## src/rtl/long_op_scoreboard_if.sv

```systemverilog
// ---------------------------------------------------------------------------
// long_op_scoreboard_if
//
// Bundles the decode-stage issue request, the hazard verdict, the divider
// sequencing controls and the divider write-back strobe that pass between the
// decoder/issue logic and long_op_scoreboard.
//
// Signals (REG_ADDR_WIDTH = register index width):
//   issue_valid, issue_long, rwe       decoder -> scoreboard, request qualifiers
//   rd, rs1, rs2                       decoder -> scoreboard, register indices
//   uses_rs1, uses_rs2                 decoder -> scoreboard, operand read flags
//   f_rd, f_d1, f_d2                   decoder -> scoreboard, 1 = FP file
//   issue_ready, stall                 scoreboard -> decoder, issue verdict
//   div_start, div_step                scoreboard -> divider controls
//   wb_valid, wb_rd, wb_f              scoreboard -> register-file write port
//   busy                               scoreboard -> anyone, sequencer active
//
// Modports: master = decoder / issue side, slave = the scoreboard itself.
// ---------------------------------------------------------------------------
interface long_op_scoreboard_if #(
    parameter int REG_ADDR_WIDTH = 5
);
    logic                      issue_valid;
    logic                      issue_long;
    logic                      rwe;
    logic [REG_ADDR_WIDTH-1:0] rd;
    logic [REG_ADDR_WIDTH-1:0] rs1;
    logic [REG_ADDR_WIDTH-1:0] rs2;
    logic                      uses_rs1;
    logic                      uses_rs2;
    logic                      f_rd;
    logic                      f_d1;
    logic                      f_d2;

    logic                      issue_ready;
    logic                      stall;
    logic                      div_start;
    logic                      div_step;
    logic                      wb_valid;
    logic [REG_ADDR_WIDTH-1:0] wb_rd;
    logic                      wb_f;
    logic                      busy;

    modport master (
        output issue_valid, issue_long, rwe, rd, rs1, rs2,
               uses_rs1, uses_rs2, f_rd, f_d1, f_d2,
        input  issue_ready, stall, div_start, div_step,
               wb_valid, wb_rd, wb_f, busy
    );

    modport slave (
        input  issue_valid, issue_long, rwe, rd, rs1, rs2,
               uses_rs1, uses_rs2, f_rd, f_d1, f_d2,
        output issue_ready, stall, div_start, div_step,
               wb_valid, wb_rd, wb_f, busy
    );
endinterface

```

## src/rtl/long_op_scoreboard.sv

```systemverilog
// ---------------------------------------------------------------------------
// long_op_scoreboard
//
// Issue-stage hazard controller and sequencer for the shared iterative divide
// unit. Tracks the destination of the single in-flight long op in separate
// integer and FP pending vectors, stalls issue on RAW / WAW / structural /
// write-port hazards, and sequences the divider (start, step, write-back).
//
// Ports:
//   clk    rising-edge clock
//   rst_n  synchronous active-low reset
//   sb     long_op_scoreboard_if.slave (issue request in; verdict, divider
//          controls and write-back out)
//
// issue_ready, stall and div_start are combinational from inputs and state.
// div_step, wb_valid, wb_rd, wb_f and busy come straight from flops that are
// loaded with the decode of the next FSM state.
// The interface REG_ADDR_WIDTH must match this module's REG_ADDR_WIDTH.
// ---------------------------------------------------------------------------
module long_op_scoreboard #(
    parameter int REG_ADDR_WIDTH = 5,
    parameter int NUM_REGS       = 32,
    parameter int DIV_LATENCY    = 32,
    parameter int CNT_WIDTH      = 6
) (
    input  logic                  clk,
    input  logic                  rst_n,
    long_op_scoreboard_if.slave   sb
);

    typedef enum logic [1:0] {
        IDLE = 2'd0,
        RUN  = 2'd1,
        WB   = 2'd2
    } state_t;

    state_t                    state_q, state_d;
    logic [NUM_REGS-1:0]       int_pend_q, int_pend_d;
    logic [NUM_REGS-1:0]       fp_pend_q, fp_pend_d;
    logic [REG_ADDR_WIDTH-1:0] lat_rd_q, lat_rd_d;
    logic                      lat_f_q, lat_f_d;
    logic                      lat_we_q, lat_we_d;
    logic [CNT_WIDTH-1:0]      cnt_q, cnt_d;

    // Registered outputs
    logic                      div_step_q, div_step_d;
    logic                      wb_valid_q, wb_valid_d;
    logic [REG_ADDR_WIDTH-1:0] wb_rd_q, wb_rd_d;
    logic                      wb_f_q, wb_f_d;
    logic                      busy_q, busy_d;

    // -----------------------------------------------------------------------
    // Hazard detection
    // -----------------------------------------------------------------------
    logic pend_rs1, pend_rs2, pend_rd;
    logic raw1_haz, raw2_haz, waw_haz, struct_haz, port_haz;
    logic issue_ready;
    logic fire_long;
    logic new_we;

    always_comb begin
        pend_rs1   = sb.f_d1 ? fp_pend_q[sb.rs1] : int_pend_q[sb.rs1];
        pend_rs2   = sb.f_d2 ? fp_pend_q[sb.rs2] : int_pend_q[sb.rs2];
        pend_rd    = sb.f_rd ? fp_pend_q[sb.rd]  : int_pend_q[sb.rd];

        raw1_haz   = sb.uses_rs1 & pend_rs1;
        raw2_haz   = sb.uses_rs2 & pend_rs2;
        waw_haz    = sb.rwe & pend_rd;
        struct_haz = sb.issue_long & (state_q != IDLE);
        // One register-file write port: the divider result owns it in WB.
        port_haz   = sb.rwe & (state_q == WB);

        // Nothing issues while reset is asserted.
        issue_ready = rst_n & ~(raw1_haz | raw2_haz | waw_haz | struct_haz | port_haz);
        fire_long   = sb.issue_valid & issue_ready & sb.issue_long;

        // Writes to integer x0 are discarded, so they are never tracked.
        new_we      = sb.rwe & ~(~sb.f_rd & (sb.rd == '0));
    end

    assign sb.issue_ready = issue_ready;
    // Gated by rst_n so stall reads 0 (not 1) while held in reset.
    assign sb.stall       = rst_n & sb.issue_valid & ~issue_ready;
    assign sb.div_start   = fire_long;

    // -----------------------------------------------------------------------
    // Pending-bit next state, one slice per register in each file.
    // A bit is set when a long op writing it fires and cleared on the edge
    // that ends its WB cycle. Both never happen in the same cycle because a
    // long op can only fire from IDLE.
    // -----------------------------------------------------------------------
    logic [NUM_REGS-1:0] set_int, clr_int, set_fp, clr_fp;
    logic                in_wb;

    assign in_wb = (state_q == WB);

    genvar gi;
    generate
        for (gi = 0; gi < NUM_REGS; gi++) begin : g_pend
            assign set_int[gi]    = fire_long & new_we & ~sb.f_rd &
                                    (sb.rd == REG_ADDR_WIDTH'(gi));
            assign set_fp[gi]     = fire_long & new_we &  sb.f_rd &
                                    (sb.rd == REG_ADDR_WIDTH'(gi));
            assign clr_int[gi]    = in_wb & lat_we_q & ~lat_f_q &
                                    (lat_rd_q == REG_ADDR_WIDTH'(gi));
            assign clr_fp[gi]     = in_wb & lat_we_q &  lat_f_q &
                                    (lat_rd_q == REG_ADDR_WIDTH'(gi));
            assign int_pend_d[gi] = (int_pend_q[gi] | set_int[gi]) & ~clr_int[gi];
            assign fp_pend_d[gi]  = (fp_pend_q[gi]  | set_fp[gi])  & ~clr_fp[gi];
        end
    endgenerate

    // -----------------------------------------------------------------------
    // Sequencer next state and next registered outputs
    // -----------------------------------------------------------------------
    always_comb begin
        state_d  = state_q;
        lat_rd_d = lat_rd_q;
        lat_f_d  = lat_f_q;
        lat_we_d = lat_we_q;
        cnt_d    = cnt_q;

        case (state_q)
            IDLE: begin
                if (fire_long) begin
                    lat_rd_d = sb.rd;
                    lat_f_d  = sb.f_rd;
                    lat_we_d = new_we;
                    // RUN lasts DIV_LATENCY cycles: counts DIV_LATENCY-1 .. 0.
                    cnt_d    = CNT_WIDTH'(DIV_LATENCY - 1);
                    state_d  = RUN;
                end
            end
            RUN: begin
                if (cnt_q == '0) begin
                    state_d = WB;
                end else begin
                    cnt_d = cnt_q - CNT_WIDTH'(1);
                end
            end
            WB: begin
                state_d = IDLE;
            end
            default: begin
                state_d = IDLE;
            end
        endcase

        // Outputs are decoded from the state being entered so that the flops
        // present them in the same cycle the state register does.
        div_step_d = (state_d == RUN);
        wb_valid_d = (state_d == WB) & lat_we_d;
        wb_rd_d    = (state_d == WB) ? lat_rd_d : '0;
        wb_f_d     = (state_d == WB) & lat_f_d;
        busy_d     = (state_d != IDLE);
    end

    // -----------------------------------------------------------------------
    // State registers
    // -----------------------------------------------------------------------
    always_ff @(posedge clk) begin
        if (!rst_n) begin
            state_q    <= IDLE;
            int_pend_q <= '0;
            fp_pend_q  <= '0;
            lat_rd_q   <= '0;
            lat_f_q    <= 1'b0;
            lat_we_q   <= 1'b0;
            cnt_q      <= '0;
            div_step_q <= 1'b0;
            wb_valid_q <= 1'b0;
            wb_rd_q    <= '0;
            wb_f_q     <= 1'b0;
            busy_q     <= 1'b0;
        end else begin
            state_q    <= state_d;
            int_pend_q <= int_pend_d;
            fp_pend_q  <= fp_pend_d;
            lat_rd_q   <= lat_rd_d;
            lat_f_q    <= lat_f_d;
            lat_we_q   <= lat_we_d;
            cnt_q      <= cnt_d;
            div_step_q <= div_step_d;
            wb_valid_q <= wb_valid_d;
            wb_rd_q    <= wb_rd_d;
            wb_f_q     <= wb_f_d;
            busy_q     <= busy_d;
        end
    end

    assign sb.div_step = div_step_q;
    assign sb.wb_valid = wb_valid_q;
    assign sb.wb_rd    = wb_rd_q;
    assign sb.wb_f     = wb_f_q;
    assign sb.busy     = busy_q;

endmodule

```

## src/flat_wrapper.sv

```systemverilog
// flat-port wrapper written by rule: the top's interface ports become plain ports
module long_op_scoreboard_flat 
#(
    parameter int REG_ADDR_WIDTH = 5,
    parameter int NUM_REGS       = 32,
    parameter int DIV_LATENCY    = 32,
    parameter int CNT_WIDTH      = 6
)
  (clk, rst_n, sb_issue_valid, sb_issue_long, sb_rwe, sb_rd, sb_rs1, sb_rs2, sb_uses_rs1, sb_uses_rs2, sb_f_rd, sb_f_d1, sb_f_d2, sb_issue_ready, sb_stall, sb_div_start, sb_div_step, sb_wb_valid, sb_wb_rd, sb_wb_f, sb_busy);
  long_op_scoreboard_if #(.REG_ADDR_WIDTH(REG_ADDR_WIDTH)) sb_i ();
  input  logic clk;
  input  logic rst_n;
  input wire logic [$bits(sb_i.issue_valid)-1:0] sb_issue_valid;
  input wire logic [$bits(sb_i.issue_long)-1:0] sb_issue_long;
  input wire logic [$bits(sb_i.rwe)-1:0] sb_rwe;
  input wire logic [$bits(sb_i.rd)-1:0] sb_rd;
  input wire logic [$bits(sb_i.rs1)-1:0] sb_rs1;
  input wire logic [$bits(sb_i.rs2)-1:0] sb_rs2;
  input wire logic [$bits(sb_i.uses_rs1)-1:0] sb_uses_rs1;
  input wire logic [$bits(sb_i.uses_rs2)-1:0] sb_uses_rs2;
  input wire logic [$bits(sb_i.f_rd)-1:0] sb_f_rd;
  input wire logic [$bits(sb_i.f_d1)-1:0] sb_f_d1;
  input wire logic [$bits(sb_i.f_d2)-1:0] sb_f_d2;
  output wire logic [$bits(sb_i.issue_ready)-1:0] sb_issue_ready;
  output wire logic [$bits(sb_i.stall)-1:0] sb_stall;
  output wire logic [$bits(sb_i.div_start)-1:0] sb_div_start;
  output wire logic [$bits(sb_i.div_step)-1:0] sb_div_step;
  output wire logic [$bits(sb_i.wb_valid)-1:0] sb_wb_valid;
  output wire logic [$bits(sb_i.wb_rd)-1:0] sb_wb_rd;
  output wire logic [$bits(sb_i.wb_f)-1:0] sb_wb_f;
  output wire logic [$bits(sb_i.busy)-1:0] sb_busy;
  assign sb_i.issue_valid = sb_issue_valid;
  assign sb_i.issue_long = sb_issue_long;
  assign sb_i.rwe = sb_rwe;
  assign sb_i.rd = sb_rd;
  assign sb_i.rs1 = sb_rs1;
  assign sb_i.rs2 = sb_rs2;
  assign sb_i.uses_rs1 = sb_uses_rs1;
  assign sb_i.uses_rs2 = sb_uses_rs2;
  assign sb_i.f_rd = sb_f_rd;
  assign sb_i.f_d1 = sb_f_d1;
  assign sb_i.f_d2 = sb_f_d2;
  assign sb_issue_ready = sb_i.issue_ready;
  assign sb_stall = sb_i.stall;
  assign sb_div_start = sb_i.div_start;
  assign sb_div_step = sb_i.div_step;
  assign sb_wb_valid = sb_i.wb_valid;
  assign sb_wb_rd = sb_i.wb_rd;
  assign sb_wb_f = sb_i.wb_f;
  assign sb_busy = sb_i.busy;
  long_op_scoreboard #(.REG_ADDR_WIDTH(REG_ADDR_WIDTH), .NUM_REGS(NUM_REGS), .DIV_LATENCY(DIV_LATENCY), .CNT_WIDTH(CNT_WIDTH)) u_core (.clk(clk), .rst_n(rst_n), .sb(sb_i));
endmodule
```

## config.mk

```make
export PLATFORM = sky130hd
export DESIGN_NAME = long_op_scoreboard_flat
export DESIGN_NICKNAME = d
export VERILOG_FILES = /design/src/rtl/long_op_scoreboard_if.sv /design/src/rtl/long_op_scoreboard.sv /design/src/flat_wrapper.sv
export SDC_FILE = /design/constraint.sdc
export NUM_CORES = 1
export LEC_CHECK = 0
export BUFFER_PORTS_ARGS = -buffer_cell sky130_fd_sc_hd__buf_2
export CAP_MARGIN = 25
export CORE_MARGIN = 2
export CORE_UTILIZATION = 60
export DETAILED_ROUTE_END_ITERATION = 8
export GPL_TIMING_DRIVEN = 1
export PLACE_DENSITY = 0.79
export SLEW_MARGIN = 20
export SYNTH_ARGS = -nofsm -noshare
export SYNTH_HDL_FRONTEND = slang
export SYNTH_SLANG_ARGS = --single-unit
```

## constraint.sdc

```tcl
create_clock -name clk -period 7.4 [get_ports clk]
set_input_delay 0.37 -clock clk [delete_from_list [all_inputs] [get_ports clk]]
set_output_delay 0.37 -clock clk [all_outputs]
set_load 0.01 [all_outputs]
```

==> reports/qor.yml, run 1 <==
setup_slack_ns: 3.743
cts_resized: 0
final_nets: 643
drt-vias-per-instance: 7.305
yosys_warnings: 0
yosysTopAreaCell: "dfxtp_1"
power_density_mw_per_mm2: 161.6
die-area_mm2: 0.01008
critPathTopFamily: "simple AND/OR/NAND/NOR gates"
final-hold-violation-count: 0
final_cell_area_mm2: 0.005974
numCtsBuffers: 9
clock_latency_ns: 0.37
hold_buffers: 0
ir_worst_vdd_mv: 0.1357
async_reset_ff_share_pct: 0
num_vias: 5347
fill_cells: 788
grt_setup_unrepaired: "false"
dp.cells: 716
ys.flop_type: "dfxtp_1"
clkTransAtPathRegs_ns: 0.09
endpoint_kind: "output port"
dp_hpwl_um: 13580
yosys-top-cells-count: "dfxtp_1, o21ai_0, inv_1"
cts_setup_buffers: 0
synth_area_per_cell_um2: 9.211
status: "complete, no violations"
internal-power_mw: 0.6821
worstPathMaxFanout: 26
initial_core_util_pct: 61.18
hold_class: "primary input to flop"
ys_ff_latch: 88
firstDrtPassIters: 5
root_buffer: "clkbuf_8"
rrSetupSlack_ns: 4.13
die_h_um: 100.4
grt_pass1_vias: 5013
ant_nets: 0
cts_sinks: 88
htree_num_levels: 3
skew_ns: 0.009932
drive_gt1_share_pct: 20.77
grt_max_degree: 85
core_area_mm2: 0.009109
tritoncts: "yes"
maxSlewHeadroom_pct: 24.24
portBuffers: 36
p_switching_mw: 0.2834
post-synth-top-count-cell: "dfxtp_1"
grt_overflow: 0
p_sw_share_pct: 29.35
synth-edff-count: 0
setup-tns-final_ns: 0
finalSetupViolCount: 0
start_kind: "primary input"
cp_slowest_stage_delay_ns: 0.68
io_pins: 37
fin_crit_sh_pct: 49.42
synthTopCellsByArea: "dfxtp_1, mux4_2, o21ai_0"
synth_top_cell_area_share_pct: 31.61
clock_path_buffers: 2
place_ws_ns: 3.531
cellLeakagePower_nw: 1.866
cp.buffers_inverters: 2
routed_wl_um: 19010
gp_congestion: 0.9992
netlist_instances: 605
crit_chain: "buf_2 > mux4_2 > nor3b_1 > nor4_2 > a311oi_1 > or4_1 > nor2_1 > and3_1 > buf_2"
stdcell_count: 732
drtIter0Drc: 660
p_clk_share_pct: 37.2
gr-usage-all-layers_pct: 39.47
worstPathRequired_ns: 7.03
utilization_pct: 65.59
drv_slew: 0
cp_common_cell: "buf_2"
diodes: 0
syn_area_mm2: 0.005573
syn_to_final_growth_pct: 7.207
synth_cell_types: 54
tightest_slew_ns: 1.128
cap_violations: 0
slowest_stage: "or4_1"
post_drt_wl_per_cell_um: 25.96
critPathKind: "primary input to output port"
max_freq_mhz: 273.5
critPathArrivalTime_ns: 3.29
pwr-share-seq_pct: 50.1
grt_pass1_wl_um: 29800
yosysSeqAreaShare_pct: 31.61
min_period_ns: 3.657
rows: 35
placed_area_mm2: 0.005767
syn-num-nets: 632
antenna_found_initial: 0
route.detailed.drc: 0
combPwrFrac_pct: 12.7
fp.dieW_um: 100.4
-- flip-flops by register name, summed over array words and instances (netlist names), 2 cells and up --
register,count
u_core.sb.wb_rd,5
u_core.cnt_q,6
u_core.fp_pend_q,32
u_core.lat_rd_q,5
u_core.state_q,2
u_core.int_pend_q,32
-- worst register-to-register path: stages, from the launching register on --
cell and delay (ns):
dfxtp_1 0.40, mux4_2 0.49, a2111oi_0 0.45, nor4_1 0.18, or4_1 0.58, or4_4 0.72
a221oi_1 0.35
-- cell families (layout without fill, tap and decap cells) --
family | after synthesis | in the layout | share of synthesized area (%)
compound gates | 205 | 205 | 26.52
flops | 88 | 88 | 31.61
buf+inv | 101 | 117 | 7.791
fa+ha+maj | 2 | 2 | 0.4490
simple gates | 140 | 140 | 12.86
xor+xnor | 2 | 2 | 0.3144
mux | 67 | 67 | 20.45
-- cells in the final DEF (no fill, tap or decap), drive strengths merged, types with 5 or more instances in the layout --
cell,n
nand2b,12
nor2b,7
clkbuf,10
nand2,28
a221oi,49
a211oi,18
a21oi,24
nor2,31
mux4,37
nand3,14
dfxtp,88
mux2,5
nor4,5
nor3,18
mux2i,25
o21a,6
buf,45
o22ai,5
and2,8
inv,60
o21ai,72
-- metal layers --
layer | global-route usage [%] | vias to the layer above | wire, µm
met5 | 0 | - | 0
met4 | 18.86 | 0 | 965
met3 | 7.869 | 66 | 2125
met2 | 59.47 | 397 | 8379
met1 | 54.60 | 2546 | 7535
li1 | - | 2338 | -
-- power groups by stage --
stage	clock network [mW]	logic, mW	registers, mW
6_report	0.359	0.123	0.484
3_3_place_gp	0	0.115	0.494
5_1_grt	0.378	0.131	0.485
2_1_floorplan	0	0.0838	0.492
3_5_place_dp	0	0.119	0.494
4_1_cts	0.359	0.119	0.483
-- stage by stage --
stage	power (mW)	hold WS (ns)
finish	0.9655	0.3235
global route	0.9935	0.3344
CTS	0.9614	0.3127
detailed placement	0.6130	0.4882
global placement	0.6093	0.4781
floorplan	0.5757	0.4315
-- worst paths after layout --
kind / startpoint / to / cells after the start
setup / recovery: sb_rd[1] / sb_issue_ready / 9
hold / removal: sb_rwe / u_core.lat_we_q$_SDFF_PN0_ / 3
setup reg to reg: u_core.int_pend_q[25]$_SDFF_PN0_ / u_core.fp_pend_q[21]$_SDFF_PN0_ / 6
hold reg to reg: u_core.lat_we_q$_SDFF_PN0_ / u_core.lat_we_q$_SDFF_PN0_ / 2
-- cell type report --
class                      count  area, µm²  share of cell area, %
multi-input combinational    416       3416                  57.17
sequential                    88       1762                  29.49
timing repair buffer          45      245.2                  4.105
inverter                      56      210.2                  3.518
tap                          111      138.9                  2.325
clock buffer                  10      127.6                  2.136
clock inverter                 6      75.07                  1.257
No activity file was read; power rests on OpenSTA's default activity.
==> inputs of run 2 (changes only) <==
==> constraint.sdc (replaced) <==
create_clock -name clk -period 3.5 [get_ports clk]
set_input_delay 0.175 -clock clk [delete_from_list [all_inputs] [get_ports clk]]
set_output_delay 0.175 -clock clk [all_outputs]
set_load 0.01 [all_outputs]
==> reports/qor.yml, run 2 (same netlist as run 1, synthesis figures left out) <==
gp_congestion: 1.011  # was 0.9992
drive_gt1_share_pct: 22.27  # was 20.77%
utilization_pct: 66.63  # was 65.59%
diodes: 0  # unchanged
critPathArrivalTime_ns: 3.18  # was 3.29 ns
setup_slack_ns: 0.1454  # was 3.743 ns
crit_chain: "mux4_2 > a2111oi_0 > nor4_1 > or4_1 > buf_4 > nor2_1 > buf_4 > buf_2"  # was buf_2 > mux4_2 > nor3b_1 > nor4_2 > a311oi_1 > or4_1 > nor2_1 > and3_1 > buf_2
die_h_um: 100.4  # unchanged
ant_nets: 0  # unchanged
hold_class: "primary input to flop"  # unchanged
rows: 35  # unchanged
fp.dieW_um: 100.4  # unchanged
finalSetupViolCount: 0  # unchanged
io_pins: 37  # unchanged
gr-usage-all-layers_pct: 38.41  # was 39.47%
worstPathRequired_ns: 3.32  # was 7.03 ns
grt_max_degree: 85  # unchanged
r2r_end: "u_core.fp_pend_q[24]$_SDFF_PN0_"  # was u_core.fp_pend_q[21]$_SDFF_PN0_
portBuffers: 36  # unchanged
drtIter0Drc: 827  # was 660
endpoint_kind: "output port"  # unchanged
worstRegToRegCells: 6  # unchanged
cts_resized: 0  # unchanged
tightest_slew_ns: 1.125  # was 1.128 ns
post_drt_wl_per_cell_um: 25.22  # was 25.96 µm
maxSlewHeadroom_pct: 24.42  # was 24.24%
power_density_mw_per_mm2: 340.4  # was 161.6 mW/mm²
cellLeakagePower_nw: 1.930  # was 1.866 nW
grt_overflow: 0  # unchanged
grt_setup_unrepaired: "false"  # unchanged
cp.buffers_inverters: 3  # was 2
min_period_ns: 3.355
routed_wl_um: 18770  # was 19010 µm
top_regs: "u_core.fp_pend_q (32), u_core.int_pend_q (32), u_core.cnt_q (6)"  # unchanged
critPathKind: "flop to output port"  # was primary input to output port
power.total_mw: 2.066  # was 0.9655 mW
start_kind: "flop"  # was primary input
hold_buffers: 0  # unchanged
firstDrtPassIters: 5  # unchanged
num_vias: 5538  # was 5347
clkTransAtPathRegs_ns: 0.10  # was 0.09 ns
slowest_stage: "a2111oi_0"  # was or4_1
core_area_mm2: 0.009109  # unchanged
initial_core_util_pct: 61.18  # unchanged
cts_sinks: 88  # unchanged
final_common_cell: "dfxtp_1"  # unchanged
numCtsBuffers: 9  # unchanged
final_nets: 655  # was 643
die-area_mm2: 0.01008  # unchanged
syn_to_final_growth_pct: 8.913  # was 7.207%
cts_setup_buffers: 0  # unchanged
drv_slew: 0  # unchanged
clock_path_buffers: 2  # unchanged
final_cell_area_mm2: 0.006070  # was 0.005974 mm²
final-hold-violation-count: 0  # unchanged
placed_area_mm2: 0.005838  # was 0.005767 mm²
grt_pass1_wl_um: 29070  # was 29800 µm
hold_depth: 3  # unchanged
route.detailed.drc: 0  # unchanged
cp_common_cell: "buf_4"  # was buf_2
grt_pass1_vias: 5200  # was 5013
holdPathEnd: "u_core.lat_we_q$_SDFF_PN0_"  # unchanged
rrSetupSlack_ns: 0.27  # was 4.13 ns
mostFrequentLayoutCells: "dfxtp_1, o21ai_0, inv_1"  # unchanged
clock_latency_ns: 0.37  # about the same
place_ws_ns: 0.1337  # was 3.531 ns
r2r_start: "u_core.int_pend_q[24]$_SDFF_PN0_"  # was u_core.int_pend_q[25]$_SDFF_PN0_
critPathTopFamily: "simple AND/OR/NAND/NOR gates"  # unchanged
root_buffer: "clkbuf_8"  # unchanged
fin_crit_sh_pct: 95.85
min_from: "sb_rwe"  # unchanged
worstPathMaxFanout: 12  # was 26
setup-tns-final_ns: 0  # unchanged
skew_ns: 0.01113  # was 0.009932 ns
cp_slowest_stage_delay_ns: 0.52  # was 0.68 ns
dp_hpwl_um: 13560  # was 13580 µm
tritoncts: "yes"  # unchanged
antenna_found_initial: 0  # unchanged
htree_num_levels: 3  # unchanged
status: "complete, no violations"  # unchanged
fill_cells: 747  # was 788
max_freq_mhz: 298.1
cap_violations: 0  # unchanged
drt-vias-per-instance: 7.444  # was 7.305
ir_worst_vdd_mv: 0.2581  # was 0.1357 mV
## run 2: cell types whose count changed in the layout (fill, tap and decap cells not counted), sizes merged
cell,before,now
clkbuf,10,11
clkinv,0,3
inv,60,58
clkinvlp,1,0
buf,45,56
## run 2: how the worst max path moves through the flow
| stage | startpoint | endpoint | cells after the start |
|---|---|---|---|
| finish | u_core.int_pend_q[24]$_SDFF_PN0_ | sb_div_start | 8 |
| global route | u_core.int_pend_q[25]$_SDFF_PN0_ | sb_div_start | 8 |
| CTS | u_core.int_pend_q[24]$_SDFF_PN0_ | sb_div_start | 8 |
| detailed placement | sb_rs2[0] | u_core.fp_pend_q[24]$_SDFF_PN0_ | 8 |
| global placement | sb_rd[1] | u_core.fp_pend_q[19]$_SDFF_PN0_ | 9 |
| floorplan | sb_rs1[1] | u_core.fp_pend_q[16]$_SDFF_PN0_ | 11 |
## run 2: through the flow
step	hold WS (ns)	cells
finish	0.1253	744
global route	0.1359	744
CTS	0.1178	742
detailed placement	0.4708	726
global placement	0.4668	726
floorplan	0.3171	605
## run 2: per-layer routing
metal  GRT usage [%]  vias to the layer above  share of wire [%]
met3           10.24                       91                 13
met5               0                        -                  0
met2           55.70                      447                 43
met4           23.92                        0                6.6
met1           51.01                     2641                 37
li1                -                     2359                  -
## run 2: layout make-up
| class | instances | area [µm²] | area share [%] |
|---|---|---|---|
| Timing Repair Buffer | 57 | 335.3 | 5.525 |
| Tap cell | 111 | 138.9 | 2.288 |
| Inverter | 56 | 210.2 | 3.463 |
| Multi-Input combinational cell | 416 | 3410 | 56.17 |
| Sequential cell | 88 | 1762 | 29.02 |
| Clock buffer | 10 | 137.6 | 2.268 |
| Clock inverter | 6 | 76.32 | 1.257 |
## run 2: report_power, final
group          leakage [nW]  internal [mW]  total [mW]  switching [mW]
sequential            0.710           1.01        1.02          0.0122
combinational          1.11         0.0972       0.267           0.170
clock                 0.109          0.361       0.777           0.415
total                  1.93           1.47        2.07           0.598
## run 2: tightest hold or removal path, delay by kind of cell
| family | cells | cell delay [ns] |
|---|---|---|
| multiplexers | 1 | 0.06 |
| AND/OR/NAND/NOR | 1 | 0.07 |
| buffers and inverters | 1 | 0.15 |
